**src/rtl/clk_mux_cfg_pkg.sv**
```systemverilog
// rtl/clk_mux_cfg_pkg.sv - shared types and field layout for the clock mux config loader
package clk_mux_cfg_pkg;

    typedef enum logic [2:0] {
        ST_IDLE,
        ST_PRE,
        ST_LOAD,
        ST_CHECK,
        ST_POST
    } state_t;

    localparam int         WORD_W   = 7;
    localparam int         CBIT_W   = 6;
    localparam logic [3:0] SEL_MAX  = 4'd11;
    localparam int         CENB_BIT = 6;
    localparam int         POL_BIT  = 5;
    localparam int         EN_BIT   = 4;

    // An enabled mux must select one of the 12 real clock inputs.
    function automatic logic sel_bad(input logic [WORD_W-1:0] word);
        return word[EN_BIT] && (word[EN_BIT-1:0] > SEL_MAX);
    endfunction

endpackage

```
**src/rtl/clk_mux_cfg_slot.sv**
```systemverilog
// rtl/clk_mux_cfg_slot.sv - shadow and active configuration registers for one clock mux
module clk_mux_cfg_slot
    import clk_mux_cfg_pkg::*;
(
    input  logic              clk,
    input  logic              rstb,
    input  logic              wr_en,
    input  logic              commit,
    input  logic              clear,
    input  logic [WORD_W-1:0] wr_data,
    output logic [CBIT_W-1:0] cbit,
    output logic [CBIT_W-1:0] cbitb,
    output logic              cenb,
    output logic              bad_sel
);

    logic [WORD_W-1:0] shadow;

    // Shadow word collects the incoming frame; an abort throws it away.
    always_ff @(posedge clk) begin
        if (!rstb) begin
            shadow <= '0;
        end else if (clear) begin
            shadow <= '0;
        end else if (wr_en) begin
            shadow <= wr_data;
        end
    end

    // Active bits and their complement move together, only on commit.
    always_ff @(posedge clk) begin
        if (!rstb) begin
            cbit  <= '0;
            cbitb <= '1;
            cenb  <= 1'b1;
        end else if (commit) begin
            cbit  <= {shadow[POL_BIT], shadow[EN_BIT], shadow[EN_BIT-1:0]};
            cbitb <= ~{shadow[POL_BIT], shadow[EN_BIT], shadow[EN_BIT-1:0]};
            cenb  <= shadow[CENB_BIT];
        end
    end

    assign bad_sel = sel_bad(shadow);

endmodule

```
**src/rtl/clk_mux_cfg_loader.sv**
```systemverilog
// rtl/clk_mux_cfg_loader.sv - framed, validated, prog-gated loader for a bank of 12:1 clock muxes
module clk_mux_cfg_loader
    import clk_mux_cfg_pkg::*;
#(
    parameter int NUM_MUX    = 8,
    parameter int SETTLE_CYC = 4
) (
    input  logic                      clk,
    input  logic                      rstb,
    input  logic                      cfg_start,
    input  logic                      cfg_abort,
    input  logic                      cfg_valid,
    output logic                      cfg_ready,
    input  logic [WORD_W-1:0]         cfg_data,
    output logic                      busy,
    output logic                      done,
    output logic                      err,
    output logic                      prog,
    output logic [NUM_MUX*CBIT_W-1:0] cbit,
    output logic [NUM_MUX*CBIT_W-1:0] cbitb,
    output logic [NUM_MUX-1:0]        cenb
);

    localparam int               IDX_W    = (NUM_MUX > 1) ? $clog2(NUM_MUX) : 1;
    localparam int               CNT_W    = $clog2(SETTLE_CYC + 1);
    localparam logic [IDX_W-1:0] IDX_LAST = IDX_W'(NUM_MUX - 1);
    localparam logic [CNT_W-1:0] CNT_INIT = CNT_W'(SETTLE_CYC - 1);

    state_t             state;
    logic [IDX_W-1:0]   idx;
    logic [CNT_W-1:0]   cnt;
    logic               frame_ok;
    logic [NUM_MUX-1:0] bad_vec;
    logic               any_bad;
    logic               load_wr;
    logic               commit;
    logic               clear;

    assign any_bad = |bad_vec;
    assign load_wr = (state == ST_LOAD) && cfg_valid && cfg_ready && !cfg_abort;
    assign commit  = (state == ST_CHECK) && !any_bad;
    assign clear   = ((state == ST_PRE) || (state == ST_LOAD)) && cfg_abort;

    genvar gi;
    generate
        for (gi = 0; gi < NUM_MUX; gi++) begin : g_slot
            clk_mux_cfg_slot u_slot (
                .clk     (clk),
                .rstb    (rstb),
                .wr_en   (load_wr && (idx == IDX_W'(gi))),
                .commit  (commit),
                .clear   (clear),
                .wr_data (cfg_data),
                .cbit    (cbit[gi*CBIT_W +: CBIT_W]),
                .cbitb   (cbitb[gi*CBIT_W +: CBIT_W]),
                .cenb    (cenb[gi]),
                .bad_sel (bad_vec[gi])
            );
        end
    endgenerate

    // Frame sequencer: prog brackets the whole frame so active bits only move under it.
    always_ff @(posedge clk) begin
        if (!rstb) begin
            state     <= ST_IDLE;
            idx       <= '0;
            cnt       <= '0;
            frame_ok  <= 1'b0;
            cfg_ready <= 1'b0;
            busy      <= 1'b0;
            done      <= 1'b0;
            err       <= 1'b0;
            prog      <= 1'b0;
        end else begin
            done <= 1'b0;
            err  <= 1'b0;
            case (state)
                ST_IDLE: begin
                    if (cfg_start) begin
                        state <= ST_PRE;
                        cnt   <= CNT_INIT;
                        prog  <= 1'b1;
                        busy  <= 1'b1;
                    end
                end
                ST_PRE: begin
                    if (cfg_abort) begin
                        state    <= ST_POST;
                        cnt      <= CNT_INIT;
                        frame_ok <= 1'b0;
                    end else if (cnt == '0) begin
                        state     <= ST_LOAD;
                        idx       <= '0;
                        cfg_ready <= 1'b1;
                    end else begin
                        cnt <= cnt - CNT_W'(1);
                    end
                end
                ST_LOAD: begin
                    if (cfg_abort) begin
                        state     <= ST_POST;
                        cnt       <= CNT_INIT;
                        idx       <= '0;
                        cfg_ready <= 1'b0;
                        frame_ok  <= 1'b0;
                    end else if (cfg_valid && cfg_ready) begin
                        if (idx == IDX_LAST) begin
                            state     <= ST_CHECK;
                            idx       <= '0;
                            cfg_ready <= 1'b0;
                        end else begin
                            idx <= idx + IDX_W'(1);
                        end
                    end
                end
                ST_CHECK: begin
                    state    <= ST_POST;
                    cnt      <= CNT_INIT;
                    frame_ok <= !any_bad;
                    err      <= any_bad;
                end
                ST_POST: begin
                    if (cnt == '0) begin
                        state    <= ST_IDLE;
                        prog     <= 1'b0;
                        busy     <= 1'b0;
                        done     <= frame_ok;
                        frame_ok <= 1'b0;
                    end else begin
                        cnt <= cnt - CNT_W'(1);
                    end
                end
                default: state <= ST_IDLE;
            endcase
        end
    end

endmodule

```
**config.mk**
```make
export PLATFORM = sky130hd
export DESIGN_NAME = clk_mux_cfg_loader
export DESIGN_NICKNAME = d
export VERILOG_FILES = /design/src/rtl/clk_mux_cfg_pkg.sv /design/src/rtl/clk_mux_cfg_slot.sv /design/src/rtl/clk_mux_cfg_loader.sv
export SDC_FILE = /design/constraint.sdc
export NUM_CORES = 1
export LEC_CHECK = 0
export CAP_MARGIN = 20
export CORE_UTILIZATION = 26
export CTS_BUF_LIST = sky130_fd_sc_hd__clkbuf_8
export DETAILED_ROUTE_END_ITERATION = 10
export SLEW_MARGIN = 20
export SYNTH_ARGS = -nofsm -noshare
export SYNTH_HDL_FRONTEND = slang
export SYNTH_SLANG_ARGS = --single-unit
export TNS_END_PERCENT = 10
```
**constraint.sdc**
```tcl
create_clock -name clk -period 2.05 [get_ports clk]
set_clock_uncertainty 0.15 [all_clocks]
set_input_delay 0.205 -clock clk [delete_from_list [all_inputs] [get_ports clk]]
set_output_delay 0.205 -clock clk [all_outputs]
set_load 0.02 [all_outputs]
```
# After elaboration in Yosys (flattened, before gate mapping)
# Index checks and enable logic that the tools add are counted.
[classes]
n_mul = 0
bitwise_logic = 9
n_reduce_logical = 43
n_shift = 0
div_mod_pow = 0
addsub = 2
eq_ne = 20
order_cmp = 8
muxes = 29
[ops]
columns = ["operator", "count"]
rows = [
  ["$not 6->6", 8],
  ["$mux 3", 15],
  ["$gt 4x4->1 const B", 8],
  ["$pmux 3 s5", 2],
  ["$logic_and 1x1->1", 22],
  ["$eq 3x3->1 const B", 5],
  ["$eq 3x2->1 const B", 4],
  ["$reduce_and 3->1", 4],
  ["$reduce_and 5->1", 2],
  ["$logic_not 3->1", 3],
  ["$ne 3x2->1 const B", 3],
  ["$mux 1", 8],
  ["$ne 2x2->1 const B", 4],
  ["$reduce_or 8->1", 1],
  ["$eq 3x1->1 const B", 2],
  ["$pmux 3 s2", 1],
  ["$reduce_bool 5->1", 1],
  ["$ne 2x1->1 const B", 2],
  ["$pmux 1 s2", 2],
  ["$reduce_and 4->1", 1],
  ["$reduce_bool 2->1", 2],
  ["$reduce_or 2->1", 2],
  ["$add 3x1->3 const B", 1],
  ["$pmux 1 s3", 1],
  ["6 further kinds", 7],
]
[totals]
reg_bits = 174
latch_bits = 0
output_inout_bits = 109
rom_bits = 0
mem_bits_rw = 0
mem_count = 0
elab_cells = 151

# Longest topological paths before layout
# Gate-level depths: netlist of run 1.
[depth]
word_depth = 5
ltp_mapped = 7
ltp_nobuf = 7

# Cells and area by module
# From an unflattened synthesis of run 1, not the netlist that was laid out.
[hier_totals]
cells_unflattened = 688
hier_area_um2 = 6825.3
[modules_own_cells]
columns = ["module", "cells_per_inst", "area_each_um2", "seq_area_each_um2", "instances"]
rows = [
  ["clk_mux_cfg_slot", 71, 732.0, 400.4, 8],
  ["clk_mux_cfg_loader", 120, 969.7, 280.3, 1],
]

# Worst setup path after synthesis of run 1
# Ideal clock, no wire load.
[synth_path]
path_kind = "flip-flop to flip-flop"
startpoint = "reg g_slot[0].u_slot.shadow[4]"
endpoint = "reg g_slot[0].u_slot.cbit[5]"
path_stages_with_launch = 8
required_ps = 1783
period_less_slack_ps = 1764
setup_time_ps = 117
t_arrival_ps = 1497
path_slack_ps = 286
cell_sequence = "dfxtp_1 and3_1 a31oi_1 nand4_1 o21a_1 buf_2 buf_2 a22o_1"
[synth_between]
elab_chain_len = 4
[synth_lines]
columns = ["item", "line", "source"]
rows = [
  ["start: declaration", "clk_mux_cfg_slot.sv:17", "logic [WORD_W-1:0] shadow;"],
  ["start signal: assignment", "clk_mux_cfg_slot.sv:26", "shadow <= wr_data;"],
  ["$logic_and 1x1->1", "clk_mux_cfg_pkg.sv:21", "return word[EN_BIT] && (word[EN_BIT-1:0] > SEL_MAX);"],
  ["$reduce_or 8->1", "clk_mux_cfg_loader.sv:39", "assign any_bad = |bad_vec;"],
  ["$logic_not 1->1", "clk_mux_cfg_loader.sv:41", "assign commit = (state == ST_CHECK) && !any_bad;"],
  ["$logic_and 1x1->1", "clk_mux_cfg_loader.sv:41", ""],
  ["end signal: assignment", "clk_mux_cfg_slot.sv:37", "cbit <= {shadow[POL_BIT], shadow[EN_BIT], shadow[EN_BIT-1:0]};"],
  ["end: declaration", "clk_mux_cfg_slot.sv:11", "output logic [CBIT_W-1:0] cbit,"],
]
# No other way between the ends.
# A chain may end at the register's enable or synchronous reset.

# Worst setup path after layout of run 1
[layout_path]
startpoint = "reg g_slot[2].u_slot.shadow[3]"
endpoint = "reg g_slot[5].u_slot.cbitb[1]"
[layout_between]
elab_chain_len = 5
[layout_lines]
columns = ["item", "line", "source"]
rows = [
  ["start: declaration", "clk_mux_cfg_slot.sv:17", ""],
  ["start signal: assignment", "clk_mux_cfg_slot.sv:26", ""],
  ["$gt 4x4->1", "clk_mux_cfg_pkg.sv:21", ""],
  ["$logic_and 1x1->1", "clk_mux_cfg_pkg.sv:21", ""],
  ["$reduce_or 8->1", "clk_mux_cfg_loader.sv:39", ""],
  ["$logic_not 1->1", "clk_mux_cfg_loader.sv:41", ""],
  ["$logic_and 1x1->1", "clk_mux_cfg_loader.sv:41", ""],
  ["end signal: assignment", "clk_mux_cfg_slot.sv:38", "cbitb <= ~{shadow[POL_BIT], shadow[EN_BIT], shadow[EN_BIT-1:0]};"],
  ["end: declaration", "clk_mux_cfg_slot.sv:12", "output logic [CBIT_W-1:0] cbitb,"],
]
# No other way between the ends.

==> results.md, run 1 <==
* Via count at 4902
* Routed Antenna Nets at 0
* CP Capture Type: flip-flop
* Die height at 157 µm
* Layout Cells excl Fill at 1064
* Pin slew with the least headroom to its limit at 538 ps
* CORE AREA at 0.0235 mm²
* Dpl hpwl at 11500 µm
* Synth cell count leaders: dfxtp_1 (174), a22o_1 (48), a2bb2oi_1 (48), nor2_1 (48), mux2i_1 (37)
* WP data required at 2260 ps
* Mapped Area at 0.00622 mm²
* Cell Pwr Density at 776 mW/mm²
* Area growth, synth to finish at 43.6%
* Fin. max-slew vios at 0
* Number of synthesized flops with an enable pin at 0
* I/O pins at 121
* Clk Latency, worst-skew pair at 470 ps
* Drt first pass iters at 4
* Pleak at 0.00348 µW
* VDD IR max at 0.330 mV
* Num CTS Buffers at 17
* Worst Hold Class: flip-flop to flip-flop
* Final Hold Slack at 292 ps
* Iter 0 DRT Violations at 373
* Seq/Total Area, Yosys at 56.0%
* Syn nets at 615
* FP Rows at 56
* Nets at 752
* Peak Freq at 500 MHz
* Yosys reg bits at 174
* DR WL/cell at 17.8 µm
* Clk slew on worst S/H paths at 110 ps
* WL final at 18900 µm
* RSZ-0062 raised after global routing: yes
* Port Buf Inserts at 120
* Asr flop ratio synth at 0%
* Placer Congestion at 0.779
* Cells on worst reg2reg path at 9
* Placed Cells at 1008
* Pin count of the biggest net entering global routing at 57
* Rel. slew slack at 64.1%
* Final hold vios at 0
* First-pass GRT wire length at 26400 µm
* Tmin final at 2000 ps
* Gate Count Post-Synth at 595
* Initial Util at 26.5%
* CTS tree: done
* Hold Path Depth at 2
* GRT Residual Overflow at 0
* PnR Total Power at 6940 µW
* CTS root buffer: clkbuf_8
* Commonest register cell after synthesis: dfxtp_1
* Critical path arrival at 2210 ps
* Die X at 157 µm
* Vias per cell at 4.61
* Drt drc at 0
* Biggest area consumer among synthesized cells: dfxtp_1
* TNS Setup at 0 ps
* Setup CP Type: flip-flop to flip-flop
* Max Cap Viol at 0
* Tot GR Track Use at 14.4%
* Syn_area_per_cell at 10.5 µm²
* Antenna cells at 0
* Fillers at 2306
* Initial antenna violation count at 0
* Number of global-route vias before repair at 4507
* CTS sink count at 174
* Top-area cell type share of the netlist area at 56.0%
* H-tree depth at 4
* CP max FO at 11
* Status: finished, final reports clean
* Bufs on Longest Clock Path at 2
* Synth cell types at 42
* Yosys warns at 0
* Die area at 0.0246 mm²
* Top area cells in the synthesized netlist: dfxtp_1 (56%), a22o_1 (6.8%), a2bb2oi_1 (6.8%)
* Top-count cell post-synth: dfxtp_1
* Fin crit share at 97.6%
* Critical Path Start Type: flip-flop
* Layout cell share with drive strength beyond 1 at 16.2%
* Setup violators final at 0
==> final timing paths <==
kind / start / endpoint / slack (ps)
worst max-delay path: g_slot[2].u_slot.shadow[3] / g_slot[5].u_slot.cbitb[1] / 50
worst min-delay path: frame_ok / done / 290
worst min register to register: frame_ok / done / 290
worst max register to register: g_slot[2].u_slot.shadow[3] / g_slot[5].u_slot.cbitb[1] / 50
==> power by group <==
group | internal [µW] | total [µW] | switching, µW
Sequential | 3430 | 3480 | 47.7
Combinational | 395 | 912 | 517
Clock | 1170 | 2550 | 1380
==> worst max-delay path, cell delays in order (launching register included) <==
cell and delay (ps):
dfxtp_2 340, and3_4 170, a31oi_4 160, nand4_1 150, buf_6 170, nor3_4 200, buf_12 150, clkbuf_16 170
buf_8 150, a2bb2oi_1 60
==> layout by cell type, fill, tap and decap left out, types with 4 or more instances in the layout <==
cell,n
a21oi_1,32
clkdlybuf4s50_1,120
and3_4,4
clkbuf_8,18
dfxtp_1,165
a2bb2oi_1,45
a22o_1,48
buf_6,5
buf_12,13
mux2i_1,37
inv_1,15
dfxtp_2,8
nand3_1,24
o211ai_1,8
buf_4,24
ha_1,8
nor2_1,48
clkbuf_16,10
nand2_1,34
o21ai_0,13
==> logic make-up after synthesis <==
| logic type | Yosys count | synth area share [%] |
|---|---|---|
| AO/OA/AOI/OAI | 165 | 20.0 |
| XOR/XNOR | 1 | 0.141 |
| adder cells (fa/ha/maj) | 8 | 1.61 |
| buffers and inverters | 73 | 5.69 |
| flip-flops | 174 | 56.0 |
| multiplexers | 37 | 5.95 |
| AND/OR/NAND/NOR | 137 | 10.7 |
==> what timing repair did <==
item / in CTS / in global routing
pin swaps: 2 / 5
gates cloned: 1 / 15
hold buffers: 0 / 0
setup endpoints to repair: 39 / 106
gates resized for setup: 5 / 24
setup buffers: 1 / 7
==> layer usage <==
layer / track usage, % / wire [µm]
met3: 3.32 / 848
met4: 4.90 / 217
met2: 22.5 / 9080
met1: 19.4 / 8800
met5: 0 / 0
==> registers in the layout, summed over array words and instances, names as in the netlist <==
name and count:
g_slot.u_slot.shadow 56, g_slot.u_slot.cbit 48, g_slot.u_slot.cbitb 48, g_slot.u_slot.cenb 8, cnt 3, idx 3
state 3, cfg_ready 1, done 1, err 1, frame_ok 1, prog 1
==> cell type report <==
class	count	area, µm²	area share (%)
Sequential cell	174	3500	39.1
Timing Repair Buffer	176	2050	22.9
Clock inverter	14	179	2.00
Clock buffer	18	248	2.77
Tap cell	319	399	4.46
Multi-Input combinational cell	348	2510	28.1
Inverter	15	56.3	0.630
==> stage by stage <==
| step | setup WS [ps] | instance area [µm²] | util [%] |
|---|---|---|---|
| 3_5_place_dp | -97.5 | 7950 | 33.9 |
| 3_3_place_gp | -80.0 | 7950 | 33.9 |
| 2_1_floorplan | 286 | 6220 | - |
| 5_1_grt | -24.6 | 8940 | 38.1 |
| 6_report | 48.6 | 8940 | 38.1 |
| 4_1_cts | 7.42 | 8440 | 36.0 |
(Power assumes the default switching activity.)
==> run 2: changes to the inputs <==
--- a/config.mk
+++ b/config.mk
@@ -6,6 +6,7 @@
 export NUM_CORES = 1
 export LEC_CHECK = 0
 export CAP_MARGIN = 20
+export CORE_MARGIN = 1
 export CORE_UTILIZATION = 26
 export CTS_BUF_LIST = sky130_fd_sc_hd__clkbuf_8
 export DETAILED_ROUTE_END_ITERATION = 10
==> results of run 2 <==
Final layout, timing and power as in run 1 (identical DEF).
